--- src/rtl/machine_front_panel_if.sv ---
// Memory-side port of the front panel: address/data, write/read requests and ready handshake.
// The master modport is the panel; the slave modport is the memory it drives.
interface machine_front_panel_if #(
  parameter int unsigned AW = 8,
  parameter int unsigned DW = 8
) ();
  logic [AW-1:0] mem_addr;
  logic [DW-1:0] mem_wdata;
  logic          mem_we;
  logic          mem_re;
  logic          mem_ready;
  logic [DW-1:0] mem_rdata;

  modport master (
    output mem_addr,
    output mem_wdata,
    output mem_we,
    output mem_re,
    input  mem_ready,
    input  mem_rdata
  );

  modport slave (
    input  mem_addr,
    input  mem_wdata,
    input  mem_we,
    input  mem_re,
    output mem_ready,
    output mem_rdata
  );
endinterface

--- src/rtl/machine_front_panel.sv ---
// Front-panel controller: debounced buttons and switches set a current address and
// deposit to / examine memory through a request-ready handshake.
module machine_front_panel #(
  parameter int unsigned AW       = 8,
  parameter int unsigned DW       = 8,
  parameter int unsigned DEBOUNCE = 16,
  parameter int unsigned AUTO_INC = 1
) (
  input  logic                  system1000,
  input  logic                  system1000_rstn,
  input  logic [DW-1:0]         sw,
  input  logic [4:0]            btn,
  machine_front_panel_if.master mem,
  output logic [AW-1:0]         disp_addr,
  output logic [DW-1:0]         disp_data,
  output logic                  busy
);

  localparam int unsigned CW = (DEBOUNCE < 2) ? 1 : $clog2(DEBOUNCE + 1);
  localparam logic [CW-1:0] CntMax = CW'(DEBOUNCE - 1);

  typedef enum logic [1:0] {StIdle, StWrite, StRead} state_e;

  logic [4:0]    sync1_q, sync2_q, db_q, db_prev_q, pulse;
  logic [CW-1:0] cnt_q [5];

  state_e        state_q, state_d;
  logic [AW-1:0] addr_q, addr_d;
  logic [DW-1:0] wdata_q, wdata_d;
  logic [DW-1:0] disp_q, disp_d;
  logic          we_q, we_d, re_q, re_d, busy_q;

  // Debounced level only flips after DEBOUNCE consecutive samples disagreeing with it.
  always_ff @(posedge system1000 or negedge system1000_rstn) begin
    if (!system1000_rstn) begin
      sync1_q   <= '0;
      sync2_q   <= '0;
      db_q      <= '0;
      db_prev_q <= '0;
      for (int i = 0; i < 5; i++) cnt_q[i] <= '0;
    end else begin
      sync1_q   <= btn;
      sync2_q   <= sync1_q;
      db_prev_q <= db_q;
      for (int i = 0; i < 5; i++) begin
        if (sync2_q[i] == db_q[i]) begin
          cnt_q[i] <= '0;
        end else if (cnt_q[i] == CntMax) begin
          cnt_q[i] <= '0;
          db_q[i]  <= sync2_q[i];
        end else begin
          cnt_q[i] <= cnt_q[i] + CW'(1);
        end
      end
    end
  end

  assign pulse = db_q & ~db_prev_q;

  always_comb begin
    state_d = state_q;
    addr_d  = addr_q;
    wdata_d = wdata_q;
    disp_d  = disp_q;
    we_d    = we_q;
    re_d    = re_q;
    case (state_q)
      StIdle: begin
        // Priority: deposit > examine > load > next > prev.
        if (pulse[0]) begin
          wdata_d = sw;
          we_d    = 1'b1;
          state_d = StWrite;
        end else if (pulse[3]) begin
          re_d    = 1'b1;
          state_d = StRead;
        end else if (pulse[4]) begin
          addr_d = AW'(sw);
        end else if (pulse[1]) begin
          addr_d = addr_q + AW'(1);
        end else if (pulse[2]) begin
          addr_d = addr_q - AW'(1);
        end
      end
      StWrite: begin
        if (mem.mem_ready) begin
          we_d    = 1'b0;
          disp_d  = wdata_q;
          state_d = StIdle;
          if (AUTO_INC != 0) addr_d = addr_q + AW'(1);
        end
      end
      StRead: begin
        if (mem.mem_ready) begin
          re_d    = 1'b0;
          disp_d  = mem.mem_rdata;
          state_d = StIdle;
        end
      end
      default: begin
        we_d    = 1'b0;
        re_d    = 1'b0;
        state_d = StIdle;
      end
    endcase
  end

  always_ff @(posedge system1000 or negedge system1000_rstn) begin
    if (!system1000_rstn) begin
      state_q <= StIdle;
      addr_q  <= '0;
      wdata_q <= '0;
      disp_q  <= '0;
      we_q    <= 1'b0;
      re_q    <= 1'b0;
      busy_q  <= 1'b0;
    end else begin
      state_q <= state_d;
      addr_q  <= addr_d;
      wdata_q <= wdata_d;
      disp_q  <= disp_d;
      we_q    <= we_d;
      re_q    <= re_d;
      busy_q  <= (state_d != StIdle);
    end
  end

  assign mem.mem_addr  = addr_q;
  assign mem.mem_wdata = wdata_q;
  assign mem.mem_we    = we_q;
  assign mem.mem_re    = re_q;
  assign disp_addr     = addr_q;
  assign disp_data     = disp_q;
  assign busy          = busy_q;

endmodule
--- src/flat_wrapper.sv ---
// flat-port wrapper written by rule: the top's interface ports become plain ports
module machine_front_panel_flat 
#(
  parameter int unsigned AW       = 8,
  parameter int unsigned DW       = 8,
  parameter int unsigned DEBOUNCE = 16,
  parameter int unsigned AUTO_INC = 1
)
  (system1000, system1000_rstn, sw, btn, disp_addr, disp_data, busy, mem_mem_addr, mem_mem_wdata, mem_mem_we, mem_mem_re, mem_mem_ready, mem_mem_rdata);
  machine_front_panel_if #(.AW(AW), .DW(DW)) mem_i ();
  input  logic system1000;
  input  logic system1000_rstn;
  input  logic [DW-1:0] sw;
  input  logic [4:0] btn;
  output logic [AW-1:0] disp_addr;
  output logic [DW-1:0] disp_data;
  output logic busy;
  output wire logic [$bits(mem_i.mem_addr)-1:0] mem_mem_addr;
  output wire logic [$bits(mem_i.mem_wdata)-1:0] mem_mem_wdata;
  output wire logic [$bits(mem_i.mem_we)-1:0] mem_mem_we;
  output wire logic [$bits(mem_i.mem_re)-1:0] mem_mem_re;
  input wire logic [$bits(mem_i.mem_ready)-1:0] mem_mem_ready;
  input wire logic [$bits(mem_i.mem_rdata)-1:0] mem_mem_rdata;
  assign mem_mem_addr = mem_i.mem_addr;
  assign mem_mem_wdata = mem_i.mem_wdata;
  assign mem_mem_we = mem_i.mem_we;
  assign mem_mem_re = mem_i.mem_re;
  assign mem_i.mem_ready = mem_mem_ready;
  assign mem_i.mem_rdata = mem_mem_rdata;
  machine_front_panel #(.AW(AW), .DW(DW), .DEBOUNCE(DEBOUNCE), .AUTO_INC(AUTO_INC)) u_core (.system1000(system1000), .system1000_rstn(system1000_rstn), .sw(sw), .btn(btn), .mem(mem_i), .disp_addr(disp_addr), .disp_data(disp_data), .busy(busy));
endmodule
--- config.mk ---
export PLATFORM = sky130hd
export DESIGN_NAME = machine_front_panel_flat
export DESIGN_NICKNAME = d
export VERILOG_FILES = /design/src/rtl/machine_front_panel_if.sv /design/src/rtl/machine_front_panel.sv /design/src/flat_wrapper.sv
export SDC_FILE = /design/constraint.sdc
export NUM_CORES = 1
export LEC_CHECK = 0
export BUFFER_PORTS_ARGS = -buffer_cell sky130_fd_sc_hd__buf_2
export CAP_MARGIN = 15
export CORE_UTILIZATION = 46
export DETAILED_ROUTE_END_ITERATION = 7
export GPL_TIMING_DRIVEN = 0
export HOLD_SLACK_MARGIN = 0.06
export PLACE_DENSITY_LB_ADDON = 0.15
export SLEW_MARGIN = 20
export SYNTH_ARGS = -nofsm -noshare
export SYNTH_HDL_FRONTEND = slang
export SYNTH_SLANG_ARGS = --single-unit
--- constraint.sdc ---
create_clock -name system1000 -period 2.1 [get_ports system1000]
set_clock_uncertainty 0.15 [all_clocks]
set_input_delay 0.42 -clock system1000 [delete_from_list [all_inputs] [get_ports system1000]]
set_output_delay 0.42 -clock system1000 [all_outputs]
set_load 0.1 [all_outputs]
== Word-level counts from Yosys, hierarchy flattened ==
Index checks and enable logic that the tools add are counted.

* Register bits: 74
* Latch bits: 0
* Memory bits (writable): 0
* ROM bits: 0
* Input port bits: 24
* Output and inout port bits: 35
* Logic and storage cells: 100
* Memories kept: 0

* $add $sub $neg: 7
* Multipliers: 0
* Div/mod/pow operators: 0
* Magnitude comparators: 0
* Equal/unequal tests: 19
* Shift-type cells: 0
* Muxes and demuxes: 30
* Bitwise operators: 9
* Reductions and logical operators: 15

{| class="wikitable"
|+ Operators with widths
! cell !! number
|-
| two-way mux 8 bit || 8
|-
| two-way mux 5 bit || 10
|-
| case mux 8 bit (2 select lines) || 2
|-
| adder 5 x 1 -> 5 bit (second input constant) || 5
|-
| equality test 5 x 4 -> 1 bit (second input constant) || 5
|-
| AND reduction 2 bit || 6
|-
| adder 8 x 1 -> 8 bit (second input constant) || 1
|-
| inequality test 2 bit (second input constant) || 4
|-
| subtractor 8 x 1 -> 8 bit (second input constant) || 1
|-
| inverter 1 bit || 7
|-
| two-way mux 2 bit || 3
|-
| case mux 1 bit (3 select lines) || 2
|-
| AND reduction 3 bit || 2
|-
| nonzero test 2 bit || 3
|-
| AND 5 bit || 1
|-
| equality test 1 bit || 5
|-
| inverter 5 bit || 1
|-
| AND reduction 5 bit || 1
|-
| two-way mux 1 bit || 4
|-
| inequality test 2 x 1 -> 1 bit (second input constant) || 2
|-
| inequality test 4 x 1 -> 1 bit (second input constant) || 1
|-
| case mux 2 bit (2 select lines) || 1
|-
| AND reduction 4 bit || 1
|-
| equality test 2 x 1 -> 1 bit (second input constant) || 1
|-
| other kinds (3) || 3
|}

== Depth between registers and ports, before layout ==
Gate-level depths: netlist (run 1).

* Depth after elaboration: 8
* Mapped depth: 8
* Depth with buffers taken out: 7

== Least setup slack after synthesis (run 1) ==
OpenSTA, ideal clock, no wires.

* Kind: register to register
* From: reg u_core.addr_q[2], in the netlist u_core.disp_addr[2]
* To: reg u_core.addr_q[7], in the netlist u_core.disp_addr[7]
* Library setup time: 0.136 ns
* Arrival: 2.278 ns
* Required time: 1.814 ns
* Slack: -0.464 ns
* Cell stages (with the launch flop): 7
* Buffers on the path: 1
* Clock period less this slack: 2.564 ns
* Path through: dfrtp_1 buf_6 or4_4 nor4_4 xor2_1 a211oi_1 o221ai_2

* Word-level cells in the longest chain between the ends: 7
* Elaborated cells between the ends (all ways): 9
* Those cells by class: 2 x add/sub; 7 x mux

{| class="wikitable"
|+ RTL lines
! what !! RTL line !! text
|-
| start, declared || machine_front_panel.sv:28 || <nowiki>logic [AW-1:0] addr_q, addr_d;</nowiki>
|-
| start signal, assigned || machine_front_panel.sv:119 || <nowiki>addr_q <= addr_d;</nowiki>
|-
| subtractor 8 x 1 -> 8 bit || machine_front_panel.sv:82 || <nowiki>addr_d = addr_q - AW'(1);</nowiki>
|-
| two-way mux 8 bit || machine_front_panel.sv:81 || <nowiki>end else if (pulse[2]) begin</nowiki>
|-
| two-way mux 8 bit || machine_front_panel.sv:79 || <nowiki>end else if (pulse[1]) begin</nowiki>
|-
| two-way mux 8 bit || machine_front_panel.sv:77 || <nowiki>end else if (pulse[4]) begin</nowiki>
|-
| two-way mux 8 bit || machine_front_panel.sv:74 || <nowiki>end else if (pulse[3]) begin</nowiki>
|-
| two-way mux 8 bit || machine_front_panel.sv:70 || <nowiki>if (pulse[0]) begin</nowiki>
|-
| case mux 8 bit (2 select lines) (*) || machine_front_panel.sv:67 || <nowiki>case (state_q)</nowiki>
|}

Every way passes the cells marked *; elsewhere a longest branch is shown, timed or not. The select of a mux whose other input is x is not followed.
A chain may end at the register's enable or synchronous reset.

== Worst setup path in the final report (run 1) ==
* From: reg u_core.addr_q[2], in the netlist u_core.disp_addr[2]
* To: out mem_mem_addr[2]

{| class="wikitable"
|+ RTL lines
! what !! RTL line !! text
|-
| end, declared || flat_wrapper.sv:18 || <nowiki>output wire logic [$bits(mem_i.mem_addr)-1:0] mem_mem_addr;</nowiki>
|}

No word-level cell between the ends.

==> results of run 1 <==
## flip-flops by register name, indices dropped and copies added, names as in the netlist, 2 cells and up
| register | count |
|---|---|
| u_core.sync1_q | 5 |
| u_core.disp_data | 8 |
| u_core.db_q | 5 |
| u_core.state_q | 2 |
| u_core.cnt_q | 25 |
| u_core.db_prev_q | 5 |
| u_core.mem.mem_wdata | 8 |
| u_core.sync2_q | 5 |
| u_core.disp_addr | 8 |
## cell families after synthesis
| family | count (synthesis) | synth area share |
|---|---|---|
| buf+inv | 26 | 0.04086 |
| simple gates | 109 | 0.1678 |
| fa+ha+maj | 11 | 0.04013 |
| xor+xnor | 17 | 0.04341 |
| flops | 74 | 0.5400 |
| compound gates | 65 | 0.1219 |
| mux | 14 | 0.04597 |
## stage by stage
stage	setup TNS (ps)	setup WS (ps)	instances	util
6_report	0	79.43	498	0.5819
5_1_grt	-17.19	-17.19	498	0.5819
4_1_cts	0	14.93	498	0.5767
3_5_place_dp	-1230	-146.5	474	0.5390
3_3_place_gp	-1781	-230.0	473	0.5349
2_1_floorplan	-156.0	-146.8	316	-
## placed cells by master (no fill, tap or decap), drive strengths merged, types with 2 or more instances in the layout
| master | n |
|---|---|
| clkbuf | 13 |
| and3b | 8 |
| and2b | 2 |
| dfrtp | 74 |
| a21o | 2 |
| a21oi | 17 |
| ha | 11 |
| dlygate4sd3 | 6 |
| xor2 | 16 |
| nor3 | 7 |
| a2bb2oi | 2 |
| a22oi | 2 |
| nand2 | 21 |
| inv | 10 |
| or3 | 2 |
| nand2b | 4 |
| o22ai | 2 |
| buf | 75 |
| nor2b | 4 |
| and2 | 9 |
| o21ai | 20 |
| a311oi | 2 |
| clkinv | 3 |
| nor4 | 3 |
| o22a | 2 |
| mux2 | 14 |
| nor2 | 29 |
| a31oi | 2 |
| and3 | 5 |
| nand3 | 12 |
| o211ai | 2 |
## where the power goes
| part | internal [mW] | switching (mW) |
|---|---|---|
| combinational | 0.406 | 1.11 |
| clock | 0.541 | 0.514 |
| sequential | 1.54 | 0.0867 |
## final cells by class
cell class / instances / area share
Sequential cell: 74 / 0.4435
Clock buffer: 10 / 0.03040
Inverter: 10 / 0.008942
Multi-Input combinational cell: 216 / 0.3526
Tap cell: 99 / 0.02951
Buffer: 14 / 0.02206
Clock inverter: 5 / 0.01341
Timing Repair Buffer: 70 / 0.09955
## worst paths after layout
path,cells past startpoint,end,slack (ps),start
setup / recovery,3,mem_mem_addr[2],80,u_core.disp_addr[2]
hold / removal,2,u_core.mem.mem_wdata[4],200,sw[4]
setup reg to reg,5,u_core.disp_addr[7],150,u_core.disp_addr[2]
hold reg to reg,0,u_core.sync2_q[0],200,u_core.sync1_q[0]
max in group asynchronous,3,u_core.db_prev_q[1],860,system1000_rstn
min in group asynchronous,2,u_core.disp_data[0],380,system1000_rstn
## layer usage
metal	track usage	vias up
li1	-	1255
met1	0.2538	1227
met2	0.3000	70
met3	0.04198	8
met4	0.07625	0
met5	0	-
## critical path: stages (launching register included)
cell	delay, ps
dfrtp_4	420
buf_4	160
buf_4	110
buf_2	410
## timing repair
action                                 in CTS  in global routing
hold buffers                                6                  0
endpoints found under the hold margin      27                  0
setup endpoints to repair                  14                 17
setup buffers                               4                  1
pin swaps                                   4                  2
resized for setup                           3                 12
==> qor.yml, run 1 <==
dr_wl_met2_um: 3170
viasPerCell: 5.141
synth_seq_cells: 74
max_cap_viol_count: 0
power_density_nw_per_um2: 998.6
initial_core_util: 0.4754
crit_path_end_kind: "output pin"
async_reset_ff_frac: 1.000
cp.required_ps: 1530
dp_hpwl_um: 4738
clock_sink_count: 74
path_class: "flop to output pin"
ys_top_cells_by_count: "dfrtp_1 (74), nor2_1 (29), nand2_1 (21), o21ai_0 (18), a21oi_1 (17)"
vias: 2560
yosysUniqueCellTypes: 50
period_share: 0.9622
dr.max_layer_used: "met4"
die-area_sq_um: 7805
wl_um: 6792
io_pins: 59
cts_tree: "done"
grt_start_max_net_pins: 53
final_max_slew_viol_count: 0
fin_crit_ps: 2021
synth_top_area_cell: "dfrtp_1"
layout-drive-gt1-share: 0.3133
synthTopCellsByArea: "dfrtp_1 (54%), mux2_2 (4.6%), xor2_1 (4.1%)"
grt_pass1_wl_um: 11310
outcome: "finished clean"
drcViolationCount: 0
ys.flop_type: "dfrtp_1"
antenna_left: 0
overflow: 0
dr.pass1.iters: 4
coreArea_sq_um: 7214
fmax_mhz: 494.9
hold_ws_ps: 199.9
total_leakage_power_nw: 2.128
clock-root-buffer: "clkbuf_8"
critPathLaunchType: "flop"
antenna_found_initial: 0
post_drt_wl_per_cell_um: 13.64
fillers: 646
multi_input_area_sq_um: 1480
grtUsageTotal: 0.1894
die_h_um: 88.35
area_delta_synth_final_pct: 22.40
synth_seq_area_share: 0.5399
seq_area_sq_um: 1862
diodes: 0
clk_pin_slew_ps: 80
final_nets: 430
dr.first_iter.drc_count: 132
htreeDepth: 3
synth_top_area_share: 0.5399
syn-num-nets: 351
met1_length_um: 3232
postLayoutCellArea_sq_um: 4198
fp.dieW_um: 88.35
setup_viol: 0
portBuffers: 58
peakVddDrop_v: 0.0004324
worst_skew_pair.late_latency_ps: 340
fin_total_pwr_mw: 4.192
yosysMostFrequentCell: "dfrtp_1"
cts_made_buffers: 9
ys_warn_count: 0
placed_area_sq_um: 3889
grt_pass1_vias: 2427
core.rowCount: 31
cp_max_fo: 10
hold_class: "input port to flop"
netlist_instances: 316
syn_area_per_cell_sq_um: 10.85
gp_congestion: 0.8606
netlist_area_sq_um: 3430
clockBufferDepth: 2
slew_headroom: 0.6756
hold_viol: 0
wl_met3_um: 305
worst_slew_pin_slew_ps: 490.0
worst_ep_arrival_time_ps: 1450
synth_enable_flop_cells: 0
No activity file was read; power rests on OpenSTA's default activity.
==> run 2: changes to the inputs <==
--- a/config.mk
+++ b/config.mk
@@ -11,7 +11,7 @@
 export DETAILED_ROUTE_END_ITERATION = 7
 export GPL_TIMING_DRIVEN = 0
 export HOLD_SLACK_MARGIN = 0.06
-export PLACE_DENSITY_LB_ADDON = 0.15
+export PLACE_DENSITY = 0.81
 export SLEW_MARGIN = 20
 export SYNTH_ARGS = -nofsm -noshare
 export SYNTH_HDL_FRONTEND = slang
==> qor.yml, run 2 (synthesized netlist as in run 1, its figures left out) <==
postLayoutCellArea_sq_um: 4253  # +1.3%
core.rowCount: 31  # unchanged
fin_total_pwr_mw: 4.462  # +6.4%
final_common_cell: "dfrtp_1"
layout-drive-gt1-share: 0.3125  # -0.0007832
clockBufferDepth: 2  # unchanged
fin_util: 0.5895  # +0.007631
r2r_slack_ps: 110  # -40 ps
path_class: "flop to flop"
totalNegativeSetupSlack_ps: 0  # unchanged
clock_sink_count: 74  # unchanged
die_h_um: 88.35  # unchanged
fmax_mhz: 503.3  # +1.7%
max_cap_viol_count: 0  # unchanged
dp_hpwl_um: 4992  # +5.4%
fin_crit_ps: 1987  # -33.50 ps
finalWorstSetupSlack_ps: 112.9  # +33.50 ps
rr_startpoint: "u_core.state_q[1]"
viasPerCell: 5.251  # +2.1%
grt_start_max_net_pins: 56  # +5.7%
combPwrFrac: 0.343  # -0.018
hold_viol: 0  # unchanged
wl_um: 7016  # +3.3%
place_ws_ps: -156.1  # -9.672 ps
cp-startpoint: "u_core.state_q[1]"
dr.first_iter.drc_count: 149  # +13%
largest_reg_flops: 25  # unchanged
power_frac_clock: 0.292  # +0.041
p_seq_frac: 0.365  # -0.022
initial_core_util: 0.4754  # unchanged
portBuffers: 58  # unchanged
crit_path_end_kind: "flop"
cts_tree: "done"
setup_viol: 0  # unchanged
clock-root-buffer: "clkbuf_8"
slew_headroom: 0.6610  # -0.01460
rsz0062_at_grt: "yes"
cp.required_ps: 2210  # +680 ps
hold_class: "input port to flop"
critPathLaunchType: "flop"
power.share.switching: 0.3829  # -0.02475
fp.dieW_um: 88.35  # unchanged
power_density_nw_per_um2: 1049  # +5.1%
period_share: 0.9462  # -0.01595
vias: 2620  # +2.3%
htreeDepth: 3  # unchanged
total_leakage_power_nw: 2.159  # +1.5%
io_pins: 59  # unchanged
worst_ep_arrival_time_ps: 2100  # +650 ps
antenna_left: 0  # unchanged
post_drt_wl_per_cell_um: 14.06  # +3.1%
area_delta_synth_final_pct: 24.01
worst_skew_pair.late_latency_ps: 340  # about the same
drcViolationCount: 0  # unchanged
final_nets: 430  # unchanged
clk_pin_slew_ps: 70  # about the same
antenna_found_initial: 0  # unchanged
overflow: 0  # unchanged
holdCritStartpoint: "sw[2]"
cts_made_buffers: 9  # unchanged
diodes: 0  # unchanged
outcome: "finished clean"
p_sw_mw: 1.708  # about the same
worst_slew_pin_slew_ps: 508.6  # +18.52 ps
final_max_slew_viol_count: 0  # unchanged
final_cells: 499  # +0.20%
dr.pass1.iters: 4  # unchanged
gp_congestion: 0.8763  # +1.8%
grtUsageTotal: 0.1966  # +0.007170
grt_pass1_vias: 2510  # +3.4%
grt_pass1_wl_um: 11560  # +2.2%
peakVddDrop_v: 0.0005965  # +38%
largest-register: "u_core.cnt_q"
die-area_sq_um: 7805  # unchanged
dpl.cell_count: 474  # unchanged
hold_ws_ps: 180.3  # -19.63 ps
internal-power_mw: 2.753  # +11%
final_cell_mix: "dfrtp_1 (68), buf_2 (57), nor2_1 (27), nand2_1 (21), o21ai_0 (18)"
placed_area_sq_um: 3889  # unchanged
coreArea_sq_um: 7214  # unchanged
cp_max_fo: 10  # unchanged
run 2: changes by cell type in the layout (fill, tap and decap cells not counted), sizes merged:
cell / previous run / this run
clkinvlp: 1 / 0
buf: 75 / 74
clkinv: 3 / 1
clkbuf: 13 / 17
bufinv: 1 / 2
run 2: routing by layer:
layer / share of wire / GRT usage / wire length [um]
met1: 0.46 / 0.2454 / 3247
met2: 0.47 / 0.3182 / 3299
met3: 0.054 / 0.07183 / 379
met4: 0.013 / 0.06452 / 89
met5: 0 / 0 / 0
run 2: layout make-up:
type	instances	area [sq um]
fill	612	2962
inverter	10	37.54
buffer	14	95.09
clock buffer	13	178.9
tap	99	123.9
multi-input combinational	216	1469
timing repair buffer	70	417.9
clock inverter	3	68.82
sequential	74	1862
run 2: timing repair:
item / 4_1_cts / 5_1_grt
buffers inserted: 5 / 0
endpoints found under the hold margin: 24 / 0
hold buffers: 6 / 0
pin swaps: 6 / 1
endpoints found under the setup margin: 12 / 17
gates resized for setup: 3 / 11
run 2: final timing paths:
kind | depth (start not counted) | end
max in group asynchronous | 3 | u_core.sync2_q[0]
min reg2reg | 0 | u_core.sync2_q[2]
max | 7 | u_core.disp_addr[4]
min in group asynchronous | 2 | u_core.sync1_q[4]
max reg2reg | 7 | u_core.disp_addr[4]
min | 2 | u_core.mem.mem_wdata[2]
run 2: critical path: stages (launching register included):
cell and delay (ps):
dfrtp_1 430, inv_1 100, ha_1 240, inv_1 140, o21ai_2 370, buf_4 250, o2bb2ai_1 70, a2bb2oi_1 150
run 2: power groups by stage:
| stage | combinational [mW] | clock [mW] | sequential [mW] |
|---|---|---|---|
| global route | 1.63 | 1.40 | 1.64 |
| detailed placement | 1.45 | 0 | 1.67 |
| global placement | 1.42 | 0 | 1.66 |
| finish | 1.53 | 1.30 | 1.63 |
| CTS | 1.53 | 1.33 | 1.63 |
| floorplan | 0.703 | 0 | 2.16 |
